===== config.mk =====
export PLATFORM = sky130hd
export DESIGN_NAME = seven_seg_scan_driver
export DESIGN_NICKNAME = d
export VERILOG_FILES = /design/src/rtl/seven_seg_pkg.sv /design/src/rtl/seven_seg_nibble_decode.sv /design/src/rtl/seven_seg_scan_driver.sv
export SDC_FILE = /design/constraint.sdc
export NUM_CORES = 1
export LEC_CHECK = 0
export CAP_MARGIN = 40
export CORE_ASPECT_RATIO = 2
export CORE_MARGIN = 2
export CORE_UTILIZATION = 55
export DETAILED_ROUTE_END_ITERATION = 10
export PLACE_DENSITY = 0.8
export REMOVE_ABC_BUFFERS = 1
export SLEW_MARGIN = 10
export SYNTH_ARGS = -nofsm -noshare
export SYNTH_HDL_FRONTEND = slang
export SYNTH_SLANG_ARGS = --single-unit
export TNS_END_PERCENT = 100

===== constraint.sdc =====
create_clock -name i_Clk -period 5 [get_ports i_Clk]
set_clock_uncertainty 0.15 [all_clocks]
set_input_delay 0.75 -clock i_Clk [delete_from_list [all_inputs] [get_ports i_Clk]]
set_output_delay 0.75 -clock i_Clk [all_outputs]
set_load 0.02 [all_outputs]

===== src/rtl/seven_seg_pkg.sv =====
// seven_seg_pkg: segment pattern constants shared by the scan driver and nibble decoder.
// Patterns are active-high, ordered {A,B,C,D,E,F,G}.
package seven_seg_pkg;
  localparam int SEG_A_BIT = 6;
  localparam int SEG_B_BIT = 5;
  localparam int SEG_C_BIT = 4;
  localparam int SEG_D_BIT = 3;
  localparam int SEG_E_BIT = 2;
  localparam int SEG_F_BIT = 1;
  localparam int SEG_G_BIT = 0;
  localparam logic [6:0] SEG_0 = 7'b1111110;
  localparam logic [6:0] SEG_1 = 7'b0110000;
  localparam logic [6:0] SEG_2 = 7'b1101101;
  localparam logic [6:0] SEG_3 = 7'b1111001;
  localparam logic [6:0] SEG_4 = 7'b0110011;
  localparam logic [6:0] SEG_5 = 7'b1011011;
  localparam logic [6:0] SEG_6 = 7'b1011111;
  localparam logic [6:0] SEG_7 = 7'b1110000;
  localparam logic [6:0] SEG_8 = 7'b1111111;
  localparam logic [6:0] SEG_9 = 7'b1111011;
  localparam logic [6:0] SEG_A = 7'b1110111;
  localparam logic [6:0] SEG_B = 7'b0011111;
  localparam logic [6:0] SEG_C = 7'b1001110;
  localparam logic [6:0] SEG_D = 7'b0111101;
  localparam logic [6:0] SEG_E = 7'b1001111;
  localparam logic [6:0] SEG_F = 7'b1000111;
  localparam logic [6:0] SEG_BLANK = 7'b0000000;
endpackage


===== src/rtl/seven_seg_nibble_decode.sv =====
// seven_seg_nibble_decode: combinational nibble to active-high segment pattern.
// With HEX_EN=0, nibbles 10-15 render blank.
module seven_seg_nibble_decode
  import seven_seg_pkg::*;
#(
  parameter int HEX_EN = 1
) (
  input  logic [3:0] i_Nibble,
  output logic [6:0] o_Seg
);
  logic [6:0] pat;
  always_comb begin
    case (i_Nibble)
      4'h0: pat = SEG_0;
      4'h1: pat = SEG_1;
      4'h2: pat = SEG_2;
      4'h3: pat = SEG_3;
      4'h4: pat = SEG_4;
      4'h5: pat = SEG_5;
      4'h6: pat = SEG_6;
      4'h7: pat = SEG_7;
      4'h8: pat = SEG_8;
      4'h9: pat = SEG_9;
      4'hA: pat = SEG_A;
      4'hB: pat = SEG_B;
      4'hC: pat = SEG_C;
      4'hD: pat = SEG_D;
      4'hE: pat = SEG_E;
      default: pat = SEG_F;
    endcase
  end
  assign o_Seg = (HEX_EN == 0 && i_Nibble > 4'd9) ? SEG_BLANK : pat;
endmodule


===== src/rtl/seven_seg_scan_driver.sv =====
// seven_seg_scan_driver: time-multiplexed N-digit seven-segment driver with
// double-buffered loading, leading-zero blanking and a per-slot anti-ghost guard.
module seven_seg_scan_driver
  import seven_seg_pkg::*;
#(
  parameter int NUM_DIGITS     = 4,
  parameter int SCAN_DIV       = 4096,
  parameter int GUARD_CYCLES   = 16,
  parameter int HEX_EN         = 1,
  parameter int SEG_ACTIVE_LOW = 0,
  parameter int DIG_ACTIVE_LOW = 0
) (
  input  logic                    i_Clk,
  input  logic                    i_Rst_L,
  input  logic                    i_Load,
  input  logic [4*NUM_DIGITS-1:0] i_Value,
  input  logic                    i_Blank_Lz,
  output logic [6:0]              o_Segments,
  output logic [NUM_DIGITS-1:0]   o_Digit_En,
  output logic                    o_Frame_Pulse
);
  localparam int PW = $clog2(SCAN_DIV);
  localparam int IW = NUM_DIGITS > 1 ? $clog2(NUM_DIGITS) : 1;
  localparam int VW = 4 * NUM_DIGITS;
  localparam logic [6:0] SEG_OFF = SEG_ACTIVE_LOW != 0 ? ~SEG_BLANK : SEG_BLANK;
  localparam logic [NUM_DIGITS-1:0] DIG_OFF = DIG_ACTIVE_LOW != 0 ? '1 : '0;
  logic [PW-1:0] presc_q, presc_d;
  logic [IW-1:0] idx_q, idx_d;
  logic [VW-1:0] pend_q, pend_d, shad_q, shad_d;
  logic pend_v_q, pend_v_d;
  logic [6:0] seg_q, seg_d, seg_hi, raw;
  logic [NUM_DIGITS-1:0] en_q, en_d, en_hi, lz;
  logic frame_q, tick, boundary, guard, run;
  logic [3:0] nib;
  assign tick     = presc_q == PW'(SCAN_DIV - 1);
  assign boundary = tick && idx_q == IW'(NUM_DIGITS - 1);
  assign guard    = presc_q < PW'(GUARD_CYCLES);
  assign nib      = shad_q[{idx_q, 2'b00} +: 4];
  seven_seg_nibble_decode #(.HEX_EN(HEX_EN)) u_dec (.i_Nibble(nib), .o_Seg(raw));
  // A boundary load goes straight to shadow so it is never lost behind pending.
  always_comb begin
    presc_d  = tick ? '0 : presc_q + 1'b1;
    idx_d    = !tick ? idx_q : boundary ? '0 : idx_q + 1'b1;
    pend_d   = i_Load ? i_Value : pend_q;
    pend_v_d = boundary ? 1'b0 : (i_Load | pend_v_q);
    shad_d   = !boundary ? shad_q : i_Load ? i_Value : pend_v_q ? pend_q : shad_q;
  end
  // Digit k is a leading zero when it and every digit above it are zero; digit 0 always shows.
  always_comb begin
    lz  = '0;
    run = 1'b1;
    for (int k = NUM_DIGITS - 1; k > 0; k--) begin
      run   = run & (shad_q[4*k +: 4] == 4'd0);
      lz[k] = run;
    end
  end
  always_comb begin
    seg_hi = (guard || (i_Blank_Lz && lz[idx_q])) ? SEG_BLANK : raw;
    en_hi  = guard ? '0 : NUM_DIGITS'(1) << idx_q;
    seg_d  = SEG_ACTIVE_LOW != 0 ? ~seg_hi : seg_hi;
    en_d   = DIG_ACTIVE_LOW != 0 ? ~en_hi : en_hi;
  end
  always_ff @(posedge i_Clk or negedge i_Rst_L) begin
    if (!i_Rst_L) begin
      presc_q  <= '0;
      idx_q    <= '0;
      pend_q   <= '0;
      pend_v_q <= 1'b0;
      shad_q   <= '0;
      seg_q    <= SEG_OFF;
      en_q     <= DIG_OFF;
      frame_q  <= 1'b0;
    end else begin
      presc_q  <= presc_d;
      idx_q    <= idx_d;
      pend_q   <= pend_d;
      pend_v_q <= pend_v_d;
      shad_q   <= shad_d;
      seg_q    <= seg_d;
      en_q     <= en_d;
      frame_q  <= boundary;
    end
  end
  assign o_Segments    = seg_q;
  assign o_Digit_En    = en_q;
  assign o_Frame_Pulse = frame_q;
endmodule


==> qor.json <==
{
  "outcome": {
    "run_status": "complete, no violations"
  },
  "setup_path": {
    "critPathMaxFanout": 11,
    "timing.critical_path.from_type": "flip-flop",
    "cp_required_ns": 5.12,
    "data_arrival_critical_path_ns": 2.58,
    "criticalPathCategory": "reg -> reg",
    "worst_setup_path_end_kind": "flip-flop"
  },
  "floorplanning": {
    "start_util_pct": 57.3,
    "die_w_microns": 54.3,
    "die_outline_area_sq_um": 5690,
    "io-pin-count": 32,
    "core_area_sq_um": 4860,
    "rows": 36,
    "die_h_microns": 105
  },
  "route": {
    "initialDrtViolationCount": 42,
    "remaining_drc_errors": 0,
    "post_drt_via_cell_ratio": 5.71,
    "drt_pre_antenna_iters": 4,
    "routed_wl_microns": 5380,
    "drt.antenna.violating_nets": 0,
    "num_vias": 1743,
    "wl_per_cell_microns": 17.6
  },
  "job": {
    "max_cap_violations": 0
  },
  "synthesis": {
    "synth_area_sq_um": 2790,
    "post_synth_num_cell_types": 34,
    "synth-edff-count": 0,
    "synth_seq_area_share_pct": 53.0,
    "post_synthesis_sequential_element_count": 59,
    "synthesis.area_per_instance_sq_um": 13.6,
    "synth_ff_type": "sky130_fd_sc_hd__dfrtp_1",
    "synthesis.yosys.warnings": 0,
    "instance_count_of_the_mapped_netlist": 205,
    "async_flop_share_pct": 100
  },
  "layout": {
    "filler_cell_count": 373,
    "most-common-layout-cells": "59 x sky130_fd_sc_hd__dfrtp_1, 38 x sky130_fd_sc_hd__mux2_2, 30 x sky130_fd_sc_hd__clkdlybuf4s50_1",
    "fraction_of_layout_cells_with_a_size_suffix_above_1_pct": 27.4,
    "diode_insertion_count_for_antenna_repair": 0,
    "flow.area_growth_from_synthesis_pct": 19.3,
    "final_common_cell": "sky130_fd_sc_hd__dfrtp_1",
    "nets": 274
  },
  "clock_network": {
    "clkSinkCount": 59,
    "hold_buffers": 0,
    "clockRootBuffer": "sky130_fd_sc_hd__clkbuf_8",
    "post_cts_resized": 0,
    "clk_path_buf_depth": 2,
    "cts_htree_levels": 3,
    "clk_latency_ns": 0.34,
    "cts_tree": "done",
    "worst_setup_hold_path_clk_slew_ns": 0.07,
    "tritoncts.num_buffers": 9,
    "post_cts_buffers": 0
  },
  "timing": {
    "fin_ws_ns": 2.55,
    "tns_ns": 0,
    "finalHoldViolations": 0,
    "final_max_slew_viol_count": 0,
    "timing.final.crit_share_pct": 49.1,
    "finalSetupViolCount": 0,
    "grt_setup_unrepaired": "false",
    "worst_hold_slack_ns": 0.346,
    "timing.slew.headroom_pct": 39.2,
    "timing_worst_slew_pin_value_ns": 0.904,
    "fmax_mhz": 407,
    "time_the_worst_path_needs_with_i_o_delays_and_setup_ns": 2.45
  },
  "placed_design": {
    "dpl.hpwl_microns": 3770,
    "place.port_buffers": 31,
    "placement.setup.worst_slack_ns": 2.19,
    "gp_routability_congestion": 0.752
  },
  "global_route": {
    "grt_overflow_total": 0,
    "antenna_violations_before_repair": 0,
    "first_global_vias": 1922,
    "grt.total_usage_pct": 22.0,
    "grt_start_max_net_pins": 60,
    "grt_first_pass_wirelength_microns": 8890
  },
  "min_path": {
    "holdCritPathClass": "reg -> reg"
  },
  "power": {
    "power.static_leakage_nw": 1.45,
    "max_vdd_drop_v": 0.000227,
    "power_per_cell_area_nw_per_um2": 290,
    "total_power_mw": 0.964
  }
}
-- cells in the mapped netlist, drive strengths merged (2+ instances only) --
library cell / instances / area [sq um]
a311oi: 2 / 17.5
nand4: 4 / 25.0
inv: 5 / 18.8
and3: 2 / 13.8
o21ai: 4 / 20.0
nand3: 2 / 10.0
mux2: 38 / 428
xor2: 6 / 52.6
buf: 7 / 58.8
xnor2: 8 / 70.1
dfrtp: 59 / 1480
a221oi: 3 / 26.3
nor3b: 4 / 30.0
nor2: 13 / 48.8
and2: 5 / 31.3
mux2i: 4 / 52.6
mux4: 5 / 113
nand2: 7 / 33.8
and4: 2 / 21.3
ha: 11 / 138
a21oi: 3 / 15.0
nor4: 5 / 31.3
-- sequential cells by signal (all words and copies together) (netlist names) --
name           cells
shad_q            16
idx_q              2
pend_v_q           1
pend_q            16
o_Digit_En         4
o_Frame_Pulse      1
presc_q           12
o_Segments         7
-- where the power goes --
| group | internal, mW | total [mW] | switching [mW] |
|---|---|---|---|
| clock | 0.241 | 0.425 | 0.184 |
| combinational | 0.0254 | 0.0462 | 0.0208 |
| sequential | 0.490 | 0.494 | 0.00337 |
-- stage by stage --
stage / utilization, % / instance area [sq um] / std cells
after floorplan: - / 2730 / 198
after global placement: 64.1 / 3120 / 288
after detailed placement: 64.4 / 3130 / 289
after CTS: 68.3 / 3320 / 305
after global routing: 68.3 / 3320 / 305
final: 68.3 / 3320 / 305
-- worst max-delay path, stage by stage (launching register included) --
cell	delay, ns
sky130_fd_sc_hd__dfrtp_1	0.61
sky130_fd_sc_hd__mux4_2	0.62
sky130_fd_sc_hd__inv_1	0.19
sky130_fd_sc_hd__ha_1	0.19
sky130_fd_sc_hd__inv_1	0.05
sky130_fd_sc_hd__mux4_2	0.47
sky130_fd_sc_hd__nor2_1	0.10
-- final cells by class --
class,instances,area (sq um),area share [%]
Multi-Input combinational cell,134,1230,37.1
Inverter,5,18.8,0.565
Sequential cell,59,1480,44.4
Tap cell,57,71.3,2.15
Timing Repair Buffer,34,332,9.97
Clock inverter,5,52.6,1.58
Clock buffer,11,141,4.25
-- metal layers --
metal | track usage [%] | routed length, microns | vias to the layer above | share of wire [%]
li1 | - | - | 808 | -
met1 | 24.0 | 1990 | 883 | 37
met2 | 36.2 | 3010 | 35 | 56
met3 | 5.86 | 174 | 17 | 3.2
met4 | 12.7 | 204 | 0 | 3.8
met5 | 0 | 0 | - | 0
-- path summary, 6_finish.rpt --
check | to | slack (ns) | start | depth (start not counted)
max in group asynchronous | presc_q[7]$_DFF_PN0_ | 3.80 | i_Rst_L | 2
setup / recovery | o_Segments[3]$_DFF_PN0_ | 2.55 | idx_q[0]$_DFFE_PN0N_ | 6
min in group asynchronous | pend_q[4]$_DFFE_PN0P_ | 0.40 | i_Rst_L | 2
hold reg to reg | pend_q[2]$_DFFE_PN0P_ | 0.35 | pend_q[2]$_DFFE_PN0P_ | 1
hold / removal | pend_q[2]$_DFFE_PN0P_ | 0.35 | pend_q[2]$_DFFE_PN0P_ | 1
setup reg to reg | o_Segments[3]$_DFF_PN0_ | 2.55 | idx_q[0]$_DFFE_PN0N_ | 6
-- cells by family after synthesis --
group,count (synthesis),synth area share (%)
XOR/XNOR,14,4.40
buffers and inverters,12,2.78
multiplexers,47,21.3
flip-flops,59,53.0
adder cells (fa/ha/maj),11,4.94
AO/OA/AOI/OAI,14,3.32
AND/OR/NAND/NOR,48,10.3
Note: power is estimated with default switching activity, not from simulation.
